--- src/rtl/dff_check_pkg.sv ---
// Shared definitions for the D flip-flop checker: FSM state codes, the
// default counter width and the reference rule for the flip-flop's next Q.
package dff_check_pkg;

  localparam int DEFAULT_CNT_W = 16;

  // Checker states: INIT = model not loaded, RUN = comparing every
  // enabled edge, HALT = frozen after a failure until reset
  localparam logic [1:0] ST_INIT = 2'd0;
  localparam logic [1:0] ST_RUN  = 2'd1;
  localparam logic [1:0] ST_HALT = 2'd2;

  // Next Q of a synchronous flip-flop where reset has priority over preset
  function automatic logic model_next(input logic d, input logic rst, input logic pre);
    logic nxt;
    if (rst) begin
      nxt = 1'b0;
    end else if (pre) begin
      nxt = 1'b1;
    end else begin
      nxt = d;
    end
    return nxt;
  endfunction

endpackage

--- src/rtl/sat_counter.sv ---
// Increment-enable counter that sticks at all-ones instead of wrapping,
// so long soak runs never report a misleadingly small count.
module sat_counter
  import dff_check_pkg::*;
#(
  parameter int CNT_W = DEFAULT_CNT_W
) (
  input  logic             clock,
  input  logic             reset,
  input  logic             inc,
  output logic [CNT_W-1:0] count
);

  localparam logic [CNT_W-1:0] ONE = {{(CNT_W-1){1'b0}}, 1'b1};

  // Count enabled events, holding once every bit is set
  always_ff @(posedge clock or negedge reset) begin
    if (!reset) begin
      count <= '0;
    end else if (inc && (count != '1)) begin
      count <= count + ONE;
    end
  end

endmodule

--- config.mk ---
export PLATFORM = sky130hd
export DESIGN_NAME = sat_counter
export DESIGN_NICKNAME = d
export VERILOG_FILES = /design/src/rtl/dff_check_pkg.sv /design/src/rtl/sat_counter.sv
export SDC_FILE = /design/constraint.sdc
export NUM_CORES = 1
export LEC_CHECK = 0
export ABC_CLOCK_PERIOD_IN_PS = 1370
export CAP_MARGIN = 20
export CORE_MARGIN = 5
export CORE_UTILIZATION = 43
export DETAILED_ROUTE_END_ITERATION = 12
export PLACE_DENSITY = 0.72
export SYNTH_ARGS = -nofsm -noshare
export SYNTH_HDL_FRONTEND = slang
export SYNTH_SLANG_ARGS = --single-unit
--- constraint.sdc ---
create_clock -name clock -period 1.37 [get_ports clock]
set_input_delay 0.411 -clock clock [delete_from_list [all_inputs] [get_ports clock]]
set_output_delay 0.411 -clock clock [all_outputs]
set_load 0.05 [all_outputs]
==> impl_metrics.json, run 1 <==
{
  "cts_hold_buf": 0,
  "worstEndpointType": "sequential cell input",
  "io_pins": 19,
  "routabilityCongestion": 0.836,
  "status": "stopped before the end",
  "dpl_cell_area_sq_um": 1490,
  "port_buffers": 18,
  "haltStage": "5_1_grt",
  "antenna_found_initial": 0,
  "syn-mean-instance-area_sq_um": 11.9,
  "error": "[ERROR DPL-0033] detailed placement checks failed during check placement.",
  "rows": 16,
  "pre_cts_slack_ns": -0.461,
  "cts.htree.levels": 1,
  "start_util_pct": 44.3,
  "synthArstFlopShare_pct": 100,
  "yosys_most_used_dff": "dfrtp_1",
  "synthCells": 72,
  "netlist_area_sq_um": 860,
  "synth_seq_cells": 16,
  "cts_max_path_buffers": 2,
  "synth_cell_type_count": 27,
  "synth-warning-count": 0,
  "die_h_microns": 54.7,
  "worst_endpoint": "count[14]$_DFFE_PN0P_/D",
  "cts_buffers": 3,
  "place_hpwl_mm": 1.87,
  "grt_max_degree": 17,
  "cts.sink_count": 16,
  "yosysSeqAreaShare_pct": 46.6,
  "clock-root-buffer": "clkbuf_4",
  "syn-num-nets": 76,
  "fp.dieW_microns": 54.7,
  "synth-edff-count": 0
}
[metrics by stage]
step                cells  hold WS, ns  TNS, ns  utilization [%]
floorplan              72        0.115    -1.03                -
global placement      146        0.580    -4.32             76.8
detailed placement    146        0.585    -5.22             76.8
CTS                   168        0.432    -1.01             89.6
[Yosys cell counts (2+ instances only)]
library cell,instances,area share (%)
dfrtp_1,16,47
xnor2_1,5,5.1
nand4_1,8,5.8
a31oi_1,3,2.2
a21oi_1,3,1.7
nand3_1,5,2.9
nor4_4,2,4.9
nor2_1,2,0.87
and3_1,2,1.5
o21a_1,5,4.4
xor2_1,2,2.0
nand2_1,4,1.7
[what timing repair did]
| action | in CTS |
|---|---|
| buffers inserted | 18 |
| endpoints found under the setup margin | 30 |
| pin swaps | 5 |
| endpoints found under the hold margin | 0 |
| gates resized for setup | 21 |
[logic make-up after synthesis]
| logic type | count (synthesis) | share of synthesized area (%) |
|---|---|---|
| compound gates | 15 | 13.2 |
| fa+ha+maj | 1 | 1.46 |
| simple gates | 32 | 30.3 |
| xor+xnor | 7 | 7.13 |
| flops | 16 | 46.6 |
| mux | 1 | 1.31 |
==> run 2: changes to the inputs <==
==> config.mk (replaced) <==
export PLATFORM = sky130hd
export DESIGN_NAME = sat_counter
export DESIGN_NICKNAME = d
export VERILOG_FILES = /design/src/rtl/dff_check_pkg.sv /design/src/rtl/sat_counter.sv
export SDC_FILE = /design/constraint.sdc
export NUM_CORES = 1
export LEC_CHECK = 0
export ABC_CLOCK_PERIOD_IN_PS = 1800
export CAP_MARGIN = 20
export CORE_AREA = 5 5 66 68
export DETAILED_ROUTE_END_ITERATION = 12
export DIE_AREA = 0 0 71 73
export PLACE_DENSITY_LB_ADDON = 0.15
export SYNTH_ARGS = -nofsm -noshare
export SYNTH_HDL_FRONTEND = slang
export SYNTH_SLANG_ARGS = --single-unit
==> constraint.sdc (replaced) <==
create_clock -name clock -period 1.8 [get_ports clock]
set_input_delay 0.54 -clock clock [delete_from_list [all_inputs] [get_ports clock]]
set_output_delay 0.54 -clock clock [all_outputs]
set_load 0.05 [all_outputs]
==> impl_metrics.json, run 2 <==
{
  "worstPathArrival_ns": 1.75,
  "synthCells": 72,
  "yosysTopAreaCell": "dfrtp_1",
  "synth-edff-count": 0,
  "placedCellCount": 157,
  "die_area_sq_um": 5180,
  "clock-root-buffer": "clkbuf_8",
  "switching_share_pct": 40.2,
  "cts_buffers": 3,
  "coreArea_sq_um": 3800,
  "setup_slack_ns": 0.192,
  "cp_max_fo": 6,
  "slew_headroom_pct": 74.2,
  "synth_cell_type_count": 27,
  "path_cells": "and4_4, nand3_4, o31ai_4, mux2_1",
  "final_area_sq_um": 1440,
  "drtAntennaViolNets": 0,
  "cts.sink_count": 16,
  "finalNetCount": 116,
  "tightestPinTransition_ns": 0.387,
  "timing.critical_path.buf_inv": 0,
  "ctsResizeCount": 0,
  "finalCritPeriodShare_pct": 89.3,
  "grt_overflow": 0,
  "path_class": "reg -> reg",
  "pre_cts_slack_ns": -0.0723,
  "rows": 23,
  "critPathMaxStageDelay_ns": 0.51,
  "routabilityCongestion": 0.741,
  "io_pins": 19,
  "final_cell_mix": "buf_4, buf_12, dfrtp_1",
  "yosys_most_used_dff": "dfrtp_1",
  "clkPwrFrac_pct": 16.9,
  "yosysMostFrequentCell": "dfrtp_1",
  "drive_gt1_share_pct": 44.1,
  "cap_violations": 0,
  "cp_slowest_cell": "dfrtp_1",
  "setup_viol": 0,
  "vias_per_cell": 4.67,
  "netlist_area_sq_um": 860,
  "clk_latency_ns": 0.25,
  "synth.area.top_cells": "dfrtp_1, nand4_1, xnor2_1",
  "hold_path_class": "reg -> reg",
  "hold_depth": 1,
  "drt-wirelength-per-cell_microns": 13.7,
  "cts_setup_buffers": 0,
  "fin_crit_ns": 1.61,
  "dpl_cell_area_sq_um": 1390,
  "peakVddDrop_v": 0.000290,
  "hold_viol_final": 0,
  "layout_commonest_cell": "buf_4",
  "grt_pass1_vias": 802,
  "p_leak_nw": 0.610,
  "start_kind": "register",
  "status": "finished, final reports clean",
  "diodes": 0,
  "cts_tree": "done",
  "regMostFlops": "count",
  "combPwrFrac_pct": 51.2,
  "layoutNonFillerInstCount": 161,
  "yosysSeqAreaShare_pct": 46.6,
  "fmax_mhz": 622,
  "largest_reg_flops": 16,
  "syn2layout_area_growth_pct": 67.4,
  "drc": 0,
  "start_util_pct": 22.6,
  "antenna_found_initial": 0,
  "final_util_pct": 37.9,
  "cts_max_path_buffers": 2,
  "synth-warning-count": 0,
  "ys_top_cells_by_count": "dfrtp_1, nand4_1, nand3_1, o21a_1, xnor2_1",
  "grt_max_degree": 17,
  "grt_first_pass_wirelength_mm": 4.03,
  "crit_family": "flip-flops",
  "cp.depth": 4,
  "routed_wl_mm": 2.21,
  "fp.dieW_microns": 71,
  "grt_usage_pct": 9.75,
  "synth_top_cell_area_share_pct": 46.6,
  "synthArstFlopShare_pct": 100,
  "p_seq_share_pct": 31.9,
  "rsz0062_at_grt": "false",
  "cts_hold_buf": 0,
  "power.internal_mw": 1.00,
  "fill_cells": 382,
  "reg.largest.list": "count x16",
  "drt-pass1-iter-count": 4,
  "tns_ns": 0,
  "finalMaxSlewViolations": 0,
  "p_per_area_nw_per_um2": 1160,
  "end_kind": "register",
  "port_buffers": 18,
  "worst_r2r_path_depth": 4,
  "clk_pin_slew_ns": 0.07,
  "switching_power_mw": 0.673,
  "place_hpwl_mm": 1.74,
  "required_ns": 1.94,
  "vias": 752,
  "syn-num-nets": 76,
  "syn-mean-instance-area_sq_um": 11.9,
  "drt_iter0_drc": 35,
  "synth_seq_cells": 16,
  "p_total_mw": 1.67,
  "clock_skew_ns": 0.00667,
  "hold-worst-slack_ns": 0.548,
  "die_h_microns": 73,
  "cts.htree.levels": 1
}
==> run 2: path summary, 6_finish.rpt <==
kind	start	to	slack [ns]
max	count[10]	count[1]	0.19
min	count[0]	count[0]	0.55
max reg2reg	count[10]	count[1]	0.19
min reg2reg	count[0]	count[0]	0.55
max in group asynchronous	reset	count[9]	0.99
min in group asynchronous	reset	count[14]	0.60
==> run 2: final cells by class <==
cell class | count | area [sq um] | share of cell area (%)
clock buffer | 4 | 45.0 | 3.13
multi-input combinational | 56 | 459 | 31.9
sequential | 16 | 404 | 28.1
tap | 50 | 62.6 | 4.35
timing repair buffer | 35 | 468 | 32.5
==> run 2: power by group through the flow <==
stage	combinational [mW]	clock, mW	sequential, mW
finish	0.857	0.284	0.533
global route	0.901	0.315	0.548
CTS	0.866	0.291	0.535
detailed placement	0.862	0	0.543
global placement	0.862	0	0.538
floorplan	0.135	0	0.777
==> run 2: logic make-up (layout without fill, tap and decap cells) <==
logic type               Yosys count  after routing  synth area share, %
AND/OR/NAND/NOR                   32             32                 30.3
flip-flops                        16             16                 46.6
AO/OA/AOI/OAI                     15             15                 13.2
XOR/XNOR                           7              7                 7.13
adder cells (fa/ha/maj)            1              1                 1.46
multiplexers                       1              1                 1.31
buffers and inverters              0             39                    0
==> run 2: routing by layer <==
layer  global-route usage (%)  vias up  part of all wire, %
met4                     4.38        0                  1.9
met2                     14.3       13                   46
met3                     1.93        5                  2.7
met5                        0        -                    0
li1                         -      363                    -
met1                     13.8      371                   49
Note: power is estimated with default switching activity, not from simulation.
